===== src/rtl/systolic_tile_feeder_if.sv =====
`default_nettype none
// ============================================================================
// Module      : systolic_tile_feeder_if
// Description : Bundles the tile request, image-memory read port and
//               systolic-array drive signals of the tile feeder.
//               slave  : feeder side (consumes the request and read data,
//                        drives the memory strobe/address and the array).
//               master : environment side (the mirror of slave).
//   start, origin_row, origin_col, w_in   : tile request
//   img_rd_en, img_addr, img_rd_data      : image memory read port
//   load_W, W_load_in, reset_psum,
//   enable_cycle, I_stream_in,
//   load_psum_from_mem                    : systolic array control/data
//   busy, done                            : pass status
// Revision    : 1.0 - initial release
// ============================================================================
interface systolic_tile_feeder_if #(
  parameter int ARRAY_SIZE = 8,
  parameter int ADDR_W     = 12
);
  logic                    start;
  logic [5:0]              origin_row;
  logic [5:0]              origin_col;
  logic [8*ARRAY_SIZE-1:0] w_in;
  logic                    img_rd_en;
  logic [ADDR_W-1:0]       img_addr;
  logic [8*ARRAY_SIZE-1:0] img_rd_data;
  logic                    load_W;
  logic [8*ARRAY_SIZE-1:0] W_load_in;
  logic                    reset_psum;
  logic                    enable_cycle;
  logic [8*ARRAY_SIZE-1:0] I_stream_in;
  logic                    load_psum_from_mem;
  logic                    busy;
  logic                    done;

  modport slave (
    input  start, origin_row, origin_col, w_in, img_rd_data,
    output img_rd_en, img_addr, load_W, W_load_in, reset_psum,
           enable_cycle, I_stream_in, load_psum_from_mem, busy, done
  );

  modport master (
    output start, origin_row, origin_col, w_in, img_rd_data,
    input  img_rd_en, img_addr, load_W, W_load_in, reset_psum,
           enable_cycle, I_stream_in, load_psum_from_mem, busy, done
  );
endinterface
`default_nettype wire


===== src/rtl/systolic_tile_feeder.sv =====
`default_nettype none
// ============================================================================
// Module      : systolic_tile_feeder
// Description : Sequencer and address generator feeding one input tile into
//               the systolic array. Per accepted start: pulse load_W, pulse
//               reset_psum, stream STREAM_CYCLES image rows (zero-padded
//               outside the image), wait out the array drain latency and
//               pulse done.
//   clk   : single clock, rising edge
//   rst_n : asynchronous active-low reset
//   bus   : systolic_tile_feeder_if.slave (request, memory port, array drive)
// Revision    : 1.0 - initial release
// ============================================================================
module systolic_tile_feeder #(
  parameter int ARRAY_SIZE   = 8,
  parameter int KERNEL_SIZE  = 5,
  parameter int IMG_W        = 64,
  parameter int IMG_H        = 64,
  parameter int ADDR_W       = 12,
  parameter int DRAIN_CYCLES = 20
) (
  input  logic                  clk,
  input  logic                  rst_n,
  systolic_tile_feeder_if.slave bus
);

  localparam int STREAM_CYCLES = ARRAY_SIZE + KERNEL_SIZE - 1;
  localparam int DATA_W        = 8 * ARRAY_SIZE;
  localparam int IDX_W         = $clog2(STREAM_CYCLES);
  localparam int DRAIN_W       = $clog2(DRAIN_CYCLES + 1);
  // One spare bit on top of the 6-bit origin so row/column sums never wrap.
  localparam int ROW_W         = 6 + IDX_W + 1;
  localparam int COL_W         = 6 + $clog2(ARRAY_SIZE) + 1;

  typedef enum logic [2:0] {
    S_IDLE   = 3'd0,
    S_LOADW  = 3'd1,
    S_CLR    = 3'd2,
    S_STREAM = 3'd3,
    S_DRAIN  = 3'd4,
    S_DONE   = 3'd5
  } state_e;

  state_e                  state_q, state_d;
  logic [IDX_W-1:0]        idx_q, idx_d;
  logic [DRAIN_W-1:0]      drain_q, drain_d;
  logic [5:0]              origin_row_q, origin_row_d;
  logic [5:0]              origin_col_q, origin_col_d;
  logic [DATA_W-1:0]       w_q, w_d;
  logic [ADDR_W-1:0]       addr_q, addr_d;
  logic                    resp_valid_q, resp_valid_d;
  logic                    pad_q, pad_d;
  logic [ARRAY_SIZE-1:0]   col_mask_q, col_mask_d;

  logic [ROW_W-1:0]        w_row;
  logic                    w_row_in_img;
  logic [ARRAY_SIZE-1:0]   w_col_oob;
  logic                    w_rd_en;

  assign w_row        = ROW_W'(origin_row_q) + ROW_W'(idx_q);
  assign w_row_in_img = (w_row < ROW_W'(IMG_H));

  // Lanes whose pixel column falls beyond the right image edge.
  generate
    for (genvar c = 0; c < ARRAY_SIZE; c++) begin : g_col_mask
      assign w_col_oob[c] = (COL_W'(origin_col_q) + COL_W'(c)) >= COL_W'(IMG_W);
    end
  endgenerate

  always_comb begin
    state_d      = state_q;
    idx_d        = idx_q;
    drain_d      = drain_q;
    origin_row_d = origin_row_q;
    origin_col_d = origin_col_q;
    w_d          = w_q;
    addr_d       = addr_q;
    resp_valid_d = 1'b0;
    pad_d        = pad_q;
    col_mask_d   = col_mask_q;
    w_rd_en      = 1'b0;

    case (state_q)
      S_IDLE: begin
        if (bus.start) begin
          origin_row_d = bus.origin_row;
          origin_col_d = bus.origin_col;
          w_d          = bus.w_in;
          idx_d        = '0;
          drain_d      = '0;
          state_d      = S_LOADW;
        end
      end
      S_LOADW: state_d = S_CLR;
      S_CLR:   state_d = S_STREAM;
      S_STREAM: begin
        // Padding flag and column mask travel one cycle with the read so
        // they line up with the data the memory returns.
        resp_valid_d = 1'b1;
        pad_d        = ~w_row_in_img;
        col_mask_d   = w_col_oob;
        if (w_row_in_img) begin
          w_rd_en = 1'b1;
          addr_d  = ADDR_W'(w_row) * ADDR_W'(IMG_W) + ADDR_W'(origin_col_q);
        end
        if (idx_q == IDX_W'(STREAM_CYCLES - 1)) begin
          idx_d   = '0;
          drain_d = '0;
          state_d = S_DRAIN;
        end else begin
          idx_d = idx_q + 1'b1;
        end
      end
      S_DRAIN: begin
        // The first DRAIN cycle carries the last stream response, so the
        // state lasts DRAIN_CYCLES+1 cycles.
        if (drain_q == DRAIN_W'(DRAIN_CYCLES)) begin
          drain_d = '0;
          state_d = S_DONE;
        end else begin
          drain_d = drain_q + 1'b1;
        end
      end
      S_DONE:  state_d = S_IDLE;
      default: state_d = S_IDLE;
    endcase
  end

  always_ff @(posedge clk or negedge rst_n) begin
    if (!rst_n) begin
      state_q      <= S_IDLE;
      idx_q        <= '0;
      drain_q      <= '0;
      origin_row_q <= '0;
      origin_col_q <= '0;
      w_q          <= '0;
      addr_q       <= '0;
      resp_valid_q <= 1'b0;
      pad_q        <= 1'b0;
      col_mask_q   <= '0;
    end else begin
      state_q      <= state_d;
      idx_q        <= idx_d;
      drain_q      <= drain_d;
      origin_row_q <= origin_row_d;
      origin_col_q <= origin_col_d;
      w_q          <= w_d;
      addr_q       <= addr_d;
      resp_valid_q <= resp_valid_d;
      pad_q        <= pad_d;
      col_mask_q   <= col_mask_d;
    end
  end

  // Address follows the fresh computation while reading, otherwise holds.
  assign bus.img_rd_en          = w_rd_en;
  assign bus.img_addr           = addr_d;
  assign bus.load_W             = (state_q == S_LOADW);
  assign bus.reset_psum         = (state_q == S_CLR);
  assign bus.done               = (state_q == S_DONE);
  assign bus.busy               = (state_q != S_IDLE);
  assign bus.W_load_in          = w_q;
  assign bus.enable_cycle       = resp_valid_q;
  assign bus.load_psum_from_mem = 1'b0;

  generate
    for (genvar c = 0; c < ARRAY_SIZE; c++) begin : g_lane
      assign bus.I_stream_in[8*c +: 8] =
        (resp_valid_q && !pad_q && !col_mask_q[c]) ? bus.img_rd_data[8*c +: 8] : 8'd0;
    end
  endgenerate

endmodule
`default_nettype wire


===== src/flat_wrapper.sv =====
// flat-port wrapper written by rule: the top's interface ports become plain ports
module systolic_tile_feeder_flat 
#(
  parameter int ARRAY_SIZE   = 8,
  parameter int KERNEL_SIZE  = 5,
  parameter int IMG_W        = 64,
  parameter int IMG_H        = 64,
  parameter int ADDR_W       = 12,
  parameter int DRAIN_CYCLES = 20
)
  (clk, rst_n, bus_start, bus_origin_row, bus_origin_col, bus_w_in, bus_img_rd_data, bus_img_rd_en, bus_img_addr, bus_load_W, bus_W_load_in, bus_reset_psum, bus_enable_cycle, bus_I_stream_in, bus_load_psum_from_mem, bus_busy, bus_done);
  systolic_tile_feeder_if #(.ARRAY_SIZE(ARRAY_SIZE), .ADDR_W(ADDR_W)) bus_i ();
  input  logic clk;
  input  logic rst_n;
  input wire logic [$bits(bus_i.start)-1:0] bus_start;
  input wire logic [$bits(bus_i.origin_row)-1:0] bus_origin_row;
  input wire logic [$bits(bus_i.origin_col)-1:0] bus_origin_col;
  input wire logic [$bits(bus_i.w_in)-1:0] bus_w_in;
  input wire logic [$bits(bus_i.img_rd_data)-1:0] bus_img_rd_data;
  output wire logic [$bits(bus_i.img_rd_en)-1:0] bus_img_rd_en;
  output wire logic [$bits(bus_i.img_addr)-1:0] bus_img_addr;
  output wire logic [$bits(bus_i.load_W)-1:0] bus_load_W;
  output wire logic [$bits(bus_i.W_load_in)-1:0] bus_W_load_in;
  output wire logic [$bits(bus_i.reset_psum)-1:0] bus_reset_psum;
  output wire logic [$bits(bus_i.enable_cycle)-1:0] bus_enable_cycle;
  output wire logic [$bits(bus_i.I_stream_in)-1:0] bus_I_stream_in;
  output wire logic [$bits(bus_i.load_psum_from_mem)-1:0] bus_load_psum_from_mem;
  output wire logic [$bits(bus_i.busy)-1:0] bus_busy;
  output wire logic [$bits(bus_i.done)-1:0] bus_done;
  assign bus_i.start = bus_start;
  assign bus_i.origin_row = bus_origin_row;
  assign bus_i.origin_col = bus_origin_col;
  assign bus_i.w_in = bus_w_in;
  assign bus_i.img_rd_data = bus_img_rd_data;
  assign bus_img_rd_en = bus_i.img_rd_en;
  assign bus_img_addr = bus_i.img_addr;
  assign bus_load_W = bus_i.load_W;
  assign bus_W_load_in = bus_i.W_load_in;
  assign bus_reset_psum = bus_i.reset_psum;
  assign bus_enable_cycle = bus_i.enable_cycle;
  assign bus_I_stream_in = bus_i.I_stream_in;
  assign bus_load_psum_from_mem = bus_i.load_psum_from_mem;
  assign bus_busy = bus_i.busy;
  assign bus_done = bus_i.done;
  systolic_tile_feeder #(.ARRAY_SIZE(ARRAY_SIZE), .KERNEL_SIZE(KERNEL_SIZE), .IMG_W(IMG_W), .IMG_H(IMG_H), .ADDR_W(ADDR_W), .DRAIN_CYCLES(DRAIN_CYCLES)) u_core (.clk(clk), .rst_n(rst_n), .bus(bus_i));
endmodule

===== config.mk =====
export PLATFORM = sky130hd
export DESIGN_NAME = systolic_tile_feeder_flat
export DESIGN_NICKNAME = d
export VERILOG_FILES = /design/src/rtl/systolic_tile_feeder_if.sv /design/src/rtl/systolic_tile_feeder.sv /design/src/flat_wrapper.sv
export SDC_FILE = /design/constraint.sdc
export NUM_CORES = 1
export LEC_CHECK = 0
export CORE_AREA = 2 2 118 120
export DETAILED_ROUTE_END_ITERATION = 10
export DIE_AREA = 0 0 120 122
export GPL_TIMING_DRIVEN = 0
export PLACE_DENSITY = 0.87
export SETUP_SLACK_MARGIN = 0.5
export SYNTH_ARGS = -nofsm -noshare
export SYNTH_HDL_FRONTEND = slang
export SYNTH_SLANG_ARGS = --single-unit

===== constraint.sdc =====
create_clock -name clk -period 3.2 [get_ports clk]
set_input_delay 0.64 -clock clk [delete_from_list [all_inputs] [get_ports clk]]
set_output_delay 0.64 -clock clk [all_outputs]
set_load 0.005 [all_outputs]

==> Word level (Yosys, flattened, before mapping) <==
Index checks and enable logic that the tools add are counted.
{ "word_totals": {"ff_bits": 110, "input_bits": 143, "wordCells": 91} }
{ "classes": {"addsub": 11, "n_lt_le_gt_ge": 9, "eq_ne": 10, "muxes": 24, "bitwise": 1, "n_reduce_logical": 26} }
{ "ops": {"columns": ["cell", "count"], "rows": [
  ["$ge 10x7->1 const B", 7],
  ["$mux 8", 8],
  ["$add 6x3->7 const B", 4],
  ["$mux 12", 2],
  ["$mux 5", 3],
  ["$pmux 3 s5", 1],
  ["$pmux 5 s3", 1],
  ["$add 6x2->7 const B", 2],
  ["$add 12x6->12", 1],
  ["$lt 11x7->1 const B", 1],
  ["$logic_and 1x1->1", 9],
  ["$logic_not 1->1", 9],
  ["$mux 3", 3],
  ["$mux 4", 2],
  ["$pmux 4 s2", 1],
  ["$add 6x1->7 const B", 1],
  ["$add 6x4->7", 1],
  ["$ge 6x7->1 const B", 1],
  ["$eq 3x2->1 const B", 2],
  ["$eq 3x3->1 const B", 2],
  ["$reduce_and 3->1", 2],
  ["$reduce_bool 3->1", 2],
  ["$add 5x1->5 const B", 1],
  ["$eq 5x5->1 const B", 1],
  ["10 further kinds", 14]
]} }

==> Longest topological paths before layout <==
Gate-level depths: netlist (run 1).
{ "logic_depth": {"depth_word": 4, "depth_mapped": 8, "depth_no_buf": 7} }

==> Worst setup path after synthesis (run 1) <==
OpenSTA, ideal clock, no wires.
{ "synth_path": {"kind": "reg2out", "startpoint": "register u_core.idx_q[0]", "endpoint": "output port bus_img_addr[2]", "arrival_ns": 1.834, "required_ns": 2.560, "slack_ns": 0.726, "path_stages_with_launch": 9, "path_cell_list": "dfrtp_1 ha_1 inv_1 fa_1 nor2b_1 nor3_1 o21a_1 buf_6 mux2_2"} }
{ "synth_via": {"elab_chain_len": 4} }
{ "synth_lines": {"columns": ["item", "line", "rtl"], "rows": [
  ["from (decl)", "systolic_tile_feeder.sv:45", "logic [IDX_W-1:0] idx_q, idx_d;"],
  ["from (signal assigned)", "systolic_tile_feeder.sv:143", "idx_q <= idx_d;"],
  ["$add 6x4->7", "systolic_tile_feeder.sv:60", "assign w_row = ROW_W'(origin_row_q) + ROW_W'(idx_q);"],
  ["$lt 11x7->1", "systolic_tile_feeder.sv:61", "assign w_row_in_img = (w_row < ROW_W'(IMG_H));"],
  ["$mux 12", "systolic_tile_feeder.sv:102", "if (w_row_in_img) begin"],
  ["$mux 12", "systolic_tile_feeder.sv:83", "case (state_q)"],
  ["to (decl)", "flat_wrapper.sv:21", "output wire logic [$bits(bus_i.img_addr)-1:0] bus_img_addr;"]
]} }
No other way between the ends.

==> Worst setup path after layout (run 1) <==
{ "layout_path": {"startpoint": "register u_core.idx_q[0]", "endpoint": "output port bus_img_addr[9]"} }
{ "layout_via": {"elab_chain_len": 4} }
{ "layout_lines": {"columns": ["item", "line"], "rows": [
  ["$add 6x4->7 *", "systolic_tile_feeder.sv:60"],
  ["$add 12x6->12 / $lt 11x7->1 (equally long branches)", "systolic_tile_feeder.sv:104, systolic_tile_feeder.sv:61"],
  ["$mux 12 *", "systolic_tile_feeder.sv:102"],
  ["$mux 12 *", "systolic_tile_feeder.sv:83"]
]} }
Mark *: on every way between the ends. The rest lies on a longest branch, timed or not.

==> results.txt, run 1 <==
----------------------------------------------------
[Floorplan]
  Die outline area ... 0.0146 mm²
  Die width ... 120 µm
  Core area ... 0.0135 mm²
  Top-level port count ... 290
  Row Count ... 43
  Die outline height ... 122 µm
  Starting density of the core ... 37.1%

[STA]
  Fin. max-slew vios ... 0
  Final total negative setup slack ... 0 ns
  Hold Slack ... 0.252 ns
  Share of the clock period used by the worst path ... 96.7%
  Slew headroom ... 62.5%
  Max Clock Skew ... 0.00934 ns
  Upper clock frequency limit ... 323 MHz
  Final-report setup violation count ... 0
  Count of endpoints failing hold in the final timing report ... 0
  Shortest clock period the worst path allows after layout ... 3.10 ns
  Worst-margin pin slew ... 0.558 ns
  Final setup margin ... 0.104 ns
  RSZ-0062 raised after global routing ... yes

[Global routing]
  Largest net degree at the start of global routing ... 75
  Global-route wire length before repair ... 23.2 mm
  Initial antenna violation count ... 0
  Via count of the first global-routing pass ... 4596
  GRT Total Usage ... 20.2%
  Residual overflow from global routing ... 0

[Critical path]
  Element type at the critical path start ... flop
  Delay of the slowest cell on the worst path ... 0.38 ns
  Crit-path cells ... ha_2 > inv_2 > fa_2 > nor2b_4 > nor3_4 > o21a_4 > buf_12 > buf_16 > mux2_4 > buf_6
  Largest fanout on the critical path ... 5
  Arrival time at the worst endpoint ... 2.46 ns
  Critical path data required time ... 2.56 ns
  Worst setup path category ... reg -> out
  Cell with the biggest individual delay on the critical path ... sky130_fd_sc_hd__dfrtp_1
  Category of the worst setup path capture point ... primary output

[Clocking]
  Number of buffers added by the clock tree synthesis step ... 9
  Total number of clock tree sinks ... 109
  Clock Latency Late Sink ... 0.35 ns
  CTS HTree Levels ... 3
  Deepest clock path buffer count ... 2
  Clock Pin Slew Worst Setup and Hold Paths ... 0.07 ns
  Root Driver ... sky130_fd_sc_hd__clkbuf_16
  CTS Hold Bufs ... 0
  Clock tree from TritonCTS ... done

[Yosys]
  Warnings from Yosys ... 0
  Post-synthesis adder-cell area fraction ... 2.15%
  Multiplexer fraction of the synthesized cell area ... 18.8%
  Mapped Nets ... 549
  Post-Synthesis Mean Instance Area ... 12.6 µm²
  Simple-gate share of the synthesized area ... 14.5%
  Async SR Flop Fraction ... 100%
  Gate Count Post-Synth ... 398
  Fraction of the mapped netlist area in compound gates ... 5.69%
  Leading post-synthesis cells by cell area ... sky130_fd_sc_hd__dfrtp_1 (54%), sky130_fd_sc_hd__mux2_2 (19%), sky130_fd_sc_hd__and2_1 (8.0%)
  XOR/XNOR Fraction of Synth Area ... 0.524%
  Top cell type by total area after synthesis ... sky130_fd_sc_hd__dfrtp_1
  Dominant combinational cell family by area after synthesis ... multiplexers
  Post-synthesis sequential area ratio ... 54.4%
  Synth Cell Area ... 0.00501 mm²
  Area share of the largest cell type after synthesis ... 54.4%
  Count of unique library cells instantiated by Yosys ... 44
  Top_reg_cell synth ... sky130_fd_sc_hd__dfrtp_1
  Number of flops mapped to enable cells by yosys ... 0
  Flops & latches, synth ... 109

[Job]
  Maxcap violations ... 0

[Routing]
  Number of violations reported at the end of detailed-routing iteration 0 ... 105
  Average wire per standard cell ... 16.6 µm
  Per-cell via count in the routed design ... 4.81
  Routed via count ... 4312
  Antenna violation net count after detailed routing ... 0
  Overall routed net length ... 14.9 mm
  Post-detailed-route DRC marker count ... 0
  Detailed-router iteration count before antenna repair ... 4

[Cells and area]
  Number of cells in the finished layout apart from fillers ... 896
  Relative area change from synthesis to final layout ... 73.3%
  Utilization of the core after routing ... 64.3%
  Fill cell count ... 1014
  Ratio of cells with drive above 1 in the final layout ... 22.4%
  Nets@finish ... 861

[Pwr]
  Static leakage ... 0.00364 µW
  Total power divided by cell area ... 863 mW/mm²
  Peak supply drop ... 0.456 mV

[Place]
  Number of placed instances with taps included ... 867
  Port bufs ... 288
  DP HPWL ... 11.5 mm
  Worst slack at placement ... 0.0360 ns
  GPL Wtd Cong ... 0.745

[Run status]
  Run status ... finished, final reports clean

[Min path]
  Class of the tightest hold or removal check ... in -> async

----------------------------------------------------
logic make-up (layout without fill, tap and decap cells):
kind of cell,Yosys count,count (layout)
compound gates,42,42
xor+xnor,3,3
fa+ha+maj,8,8
buf+inv,27,344
flops,109,109
mux,84,84
other cells,1,2
simple gates,124,124
report_power, final:
group,internal [µW],switching [µW]
Sequential,2040,410
Clock,689,519
Combinational,2440,1400
Total,5170,2330
worst paths after layout:
path                                        from                       end  slack (ns)  cells after the start
worst max-delay path             u_core.idx_q[0]           bus_img_addr[9]        0.10                     10
worst min-delay path                       rst_n   u_core.bus.W_load_in[2]        0.25                      1
worst max register to register   u_core.idx_q[0]          u_core.addr_q[2]        0.98                     10
worst min register to register  u_core.addr_q[5]          u_core.addr_q[5]        0.50                      1
max in group asynchronous                  rst_n  u_core.bus.W_load_in[50]        2.23                      2
min in group clk                u_core.addr_q[5]          u_core.addr_q[5]        0.50                      1
flip-flops by register name (all words and copies together) (netlist names):
| name | flops |
|---|---|
| u_core.col_mask_q | 7 |
| u_core.origin_col_q | 6 |
| u_core.state_q | 3 |
| u_core.pad_q | 1 |
| u_core.idx_q | 4 |
| u_core.drain_q | 5 |
| u_core.addr_q | 12 |
| u_core.origin_row_q | 6 |
| u_core.bus.enable_cycle | 1 |
| u_core.bus.W_load_in | 64 |
worst max-delay path: cells and delay by family (launching register included):
kind	cells	cell delay, ns
multiplexers	1	0.31
buffers and inverters	4	0.42
flip-flops	1	0.38
adder cells (fa/ha/maj)	2	0.55
AND/OR/NAND/NOR	2	0.23
AO/OA/AOI/OAI	1	0.23
layout by cell type (no fill, tap or decap), drive strengths merged, types with 2 or more instances in the layout:
| cell | n |
|---|---|
| clkdlybuf4s50 | 274 |
| dfrtp | 109 |
| mux2 | 83 |
| and2 | 64 |
| buf | 42 |
| nor2 | 18 |
| nand2 | 14 |
| clkbuf | 11 |
| inv | 11 |
| a21oi | 9 |
| o21ai | 9 |
| ha | 7 |
| nor3 | 6 |
| o31ai | 5 |
| or3 | 3 |
| a21o | 3 |
| nand4 | 3 |
| nor4 | 3 |
| nor2b | 3 |
| nor3b | 2 |
| a221o | 2 |
| xnor2 | 2 |
| and3 | 2 |
| nand3 | 2 |
| a31oi | 2 |
| a22o | 2 |
| a32o | 2 |
| o21bai | 2 |
| bufinv | 2 |
| clkinvlp | 2 |
| o21a | 2 |
| clkinv | 2 |
cells in the mapped netlist (all sizes together), types with 3 or more instances:
cell     n
a21oi    9
a21o     3
nand2   14
ha       7
o31ai    5
nor2b    3
o21ai    9
or3      3
dfrtp  109
inv     10
nor3     6
and2    64
nor2    18
mux2    83
nor4     3
nand4    3
buf     15
repair_timing:
| item | in CTS | in global routing |
|---|---|---|
| setup endpoints to repair | 36 | 69 |
| pin swaps | 5 | 5 |
| gates resized for setup | 75 | 15 |
| cloned | 1 | 0 |
| buffers inserted | 10 | 1 |
area by class of cell:
type                       count  area, µm²  share of cell area, %
antenna                        1       2.50                 0.0288
buffer                        17        158                   1.81
clock buffer                   9        225                   2.59
clock inverter                 7       97.6                   1.12
inverter                      10       37.5                  0.432
multi-input combinational    262       2200                   25.3
sequential                   109       2730                   31.4
tap                          180        225                   2.59
timing repair buffer         301       3020                   34.7
through the flow:
step	power, µW	area [µm²]
2_1_floorplan	3980	5010
3_3_place_gp	5900	8120
3_5_place_dp	6060	8150
4_1_cts	7480	8620
5_1_grt	7970	8680
6_report	7500	8690
metal layers:
layer,wire (µm),vias up,GRT usage (%)
li1,-,1997,-
met1,5260,2080,20.8
met2,8020,215,37.7
met3,1330,20,6.46
met4,297,0,8.46
met5,0,-,0
No activity file was read; power rests on OpenSTA's default activity.
==> run 2: changes to the inputs <==
- CORE_AREA: 2 2 118 120 -> 2 2 114 116
- DIE_AREA: 0 0 120 122 -> 0 0 116 118
- PLACE_DENSITY: 0.87 -> 0.92
- clock period: 3.2 -> 3.95 ns (I/O delays scaled with it)
==> run 2 against run 1 <==
Effect of this change: non-clock buffer count shrank 11; first-iteration DRC count grew 25%; design area shrank 2.3%; setup slack gained 0.48 ns; critical endpoint is now bus_img_addr[11].
==> results.txt, run 2 (synthesis results as in run 1) <==
----------------------------------------------------
[Run status]
  Run status ... finished, final reports clean (unchanged)

[Critical path]
  Largest fanout on the critical path ... 4 (was 5)
  CP Launch Point ... u_core.idx_q[2] (was u_core.idx_q[0])
  Category of the worst setup path capture point ... primary output (unchanged)
  Critical path data required time ... 3.16 ns (was 2.56 ns)
  R2R Path Start ... u_core.idx_q[0] (unchanged)
  Path depth of the worst reg2reg path ... 8 (was 10)
  Critical register-to-register path endpoint ... u_core.addr_q[4] (was u_core.addr_q[2])
  Arrival time at the worst endpoint ... 2.57 ns (was 2.46 ns)
  Register-to-register setup slack ... 1.98 ns (was 0.98 ns)
  Worst setup path category ... reg -> out (unchanged)
  Element type at the critical path start ... flop (unchanged)
  Capture point of the critical path ... bus_img_addr[11] (was bus_img_addr[9])

[Floorplan]
  Row Count ... 41 (was 43)
  Top-level port count ... 290 (unchanged)
  Die width ... 116 µm (was 120 µm)
  Die outline area ... 0.0137 mm² (was 0.0146 mm²)
  Starting density of the core ... 40.4% (was 37.1%)
  Core area ... 0.0124 mm² (was 0.0135 mm²)
  Die outline height ... 118 µm (was 122 µm)

[Clocking]
  CTS Hold Bufs ... 0 (unchanged)
  Clock Latency Late Sink ... 0.35 ns (about the same)
  Total number of clock tree sinks ... 109 (unchanged)
  Deepest clock path buffer count ... 2 (unchanged)
  Clock Pin Slew Worst Setup and Hold Paths ... 0.07 ns (about the same)
  Root Driver ... sky130_fd_sc_hd__clkbuf_16 (unchanged)
  Clock tree from TritonCTS ... done (unchanged)
  Number of buffers added by the clock tree synthesis step ... 9 (unchanged)
  CTS HTree Levels ... 3 (unchanged)

[Routing]
  Antenna violation net count after detailed routing ... 0 (unchanged)
  Sum of routed wire segments on met1 ... 5.09 mm (was 5.26 mm)
  Detail Route met3 WL ... 1.49 mm (was 1.33 mm)
  Post-detailed-route DRC marker count ... 0 (unchanged)
  Per-cell via count in the routed design ... 4.82 (was 4.81)
  Top layer in use ... met4 (unchanged)
  Overall routed net length ... 14.6 mm (was 14.9 mm)
  Detailed-router iteration count before antenna repair ... 4 (unchanged)
  Average wire per standard cell ... 16.7 µm (was 16.6 µm)
  Sum of met2 wire segment lengths after detailed routing ... 7.73 mm (was 8.02 mm)
  Number of violations reported at the end of detailed-routing iteration 0 ... 131 (was 105)
  Routed via count ... 4215 (was 4312)

[STA]
  Shortest clock period the worst path allows after layout ... 3.36 ns
  Slew headroom ... 46.3% (was 62.5%)
  Final-report setup violation count ... 0 (unchanged)
  Share of the clock period used by the worst path ... 85.1%
  Fin. max-slew vios ... 0 (unchanged)
  Upper clock frequency limit ... 297 MHz
  Count of endpoints failing hold in the final timing report ... 0 (unchanged)
  Worst-margin pin slew ... 0.806 ns (was 0.558 ns)
  Final setup margin ... 0.588 ns (was 0.104 ns)
  RSZ-0062 raised after global routing ... no (was yes)
  Max Clock Skew ... 0.00505 ns (was 0.00934 ns)

[Place]
  Worst slack at placement ... 0.644 ns (was 0.0360 ns)
  Port bufs ... 288 (unchanged)
  DP HPWL ... 11.5 mm (about the same)
  GPL Wtd Cong ... 0.747 (was 0.745)
  Number of placed instances with taps included ... 859 (was 867)

[Global routing]
  Residual overflow from global routing ... 0 (unchanged)
  GRT Total Usage ... 21.5% (was 20.2%)
  Initial antenna violation count ... 0 (unchanged)
  Largest net degree at the start of global routing ... 63 (was 75)
  Via count of the first global-routing pass ... 4563 (was 4596)
  Global-route wire length before repair ... 23.1 mm (was 23.2 mm)

[Cells and area]
  Total inserted antenna cells ... 0 (was 1)
  Ratio of cells with drive above 1 in the final layout ... 17.4% (was 22.4%)
  Number of cells in the finished layout apart from fillers ... 875 (was 896)
  Leading cell type in the layout, fill and taps excluded ... sky130_fd_sc_hd__clkdlybuf4s50_1 (unchanged)
  Fill cell count ... 914 (was 1014)
  Flip-flop count of the largest register, all copies and words added ... 64 (unchanged)
  Nets@finish ... 850 (was 861)
  Commonest non-fill, non-tap cells in the layout ... sky130_fd_sc_hd__clkdlybuf4s50_1 (279), sky130_fd_sc_hd__dfrtp_1 (109), sky130_fd_sc_hd__mux2_2 (83) (was sky130_fd_sc_hd__clkdlybuf4s50_1 (274), sky130_fd_sc_hd__dfrtp_1 (109), sky130_fd_sc_hd__mux2_2 (80))
  Relative area change from synthesis to final layout ... 69.3% (was 73.3%)

[Min path]
  Class of the tightest hold or removal check ... reg -> reg (was in -> async)

[Pwr]
  Total power divided by cell area ... 694 mW/mm² (was 863 mW/mm²)
  Peak supply drop ... 0.385 mV (was 0.456 mV)
  Static leakage ... 0.00357 µW (was 0.00364 µW)

[Job]
  Maxcap violations ... 0 (unchanged)

----------------------------------------------------
## run 2: cell count changes in the layout (fill, tap and decap cells not counted), moves of 4 or more
cell                              before  now
sky130_fd_sc_hd__buf_2                 6    0
sky130_fd_sc_hd__clkdlybuf4s50_1     274  279
sky130_fd_sc_hd__nor2_1               10   17
sky130_fd_sc_hd__buf_6                18   10
sky130_fd_sc_hd__buf_4                13    6
sky130_fd_sc_hd__dlygate4sd2_1         0    8
sky130_fd_sc_hd__nor2_4                4    0
## run 2: area by class of cell
class                           instances  area, µm²  area share (%)
Buffer                                 17        154            1.81
Timing Repair Buffer                  290       2910            34.2
Multi-Input combinational cell        262       2100            24.7
Clock buffer                           11        253            2.98
Inverter                               10       37.5           0.442
Clock inverter                          4       95.1            1.12
Tap cell                              172        215            2.54
Sequential cell                       109       2730            32.1
## run 2: repair_timing
| item | in CTS | in global routing |
|---|---|---|
| endpoints found under the setup margin | 11 | 0 |
| buffers inserted | 1 | 0 |
| resized for setup | 11 | 0 |
| endpoints found under the hold margin | 0 | 0 |
## run 2: power by group
part	switching, µW	leakage, µW	internal (µW)	total [µW]
Sequential	319	0.00133	1650	1970
Clock	393	0.000172	650	1040
Combinational	1060	0.00207	1810	2870
## run 2: metal layers
layer  vias up  GRT usage [%]
met2       203           39.3
met1      2010           22.6
met3        24           7.16
li1       1978              -
met4         0           7.66
met5         -              0
## run 2: stage by stage
stage                     total power (µW)  hold slack, ns  cell area [µm²]  setup TNS [ns]  util (%)
final                                 5890           0.489             8490               0      68.4
after global routing                  6260           0.507             8490               0      68.4
after CTS                             5960           0.494             8490               0      68.4
after detailed placement              4920           0.478             8140               0      65.5
after global placement                4770           0.466             8110         -197.31      65.3
after floorplan                       3220           0.449             5010               0         -
## run 2: worst min-delay path by stage
stage	endpoint	depth (start not counted)	slack, ns	start
after floorplan	u_core.col_mask_q[3]	2	0.45	u_core.col_mask_q[3]
after global placement	u_core.col_mask_q[3]	2	0.47	u_core.col_mask_q[3]
after detailed placement	u_core.col_mask_q[6]	2	0.48	u_core.col_mask_q[6]
after CTS	u_core.col_mask_q[6]	2	0.49	u_core.col_mask_q[6]
after global routing	u_core.col_mask_q[6]	2	0.51	u_core.col_mask_q[6]
final	u_core.col_mask_q[6]	2	0.49	u_core.col_mask_q[6]
## run 2: worst max-delay path, cell delays in order, from the launching register on
cell	delay [ns]
sky130_fd_sc_hd__dfrtp_1	0.43
sky130_fd_sc_hd__ha_1	0.35
sky130_fd_sc_hd__and3_1	0.20
sky130_fd_sc_hd__a221o_1	0.33
sky130_fd_sc_hd__xor2_1	0.15
sky130_fd_sc_hd__mux2_2	0.28
sky130_fd_sc_hd__clkdlybuf4s50_1	0.49
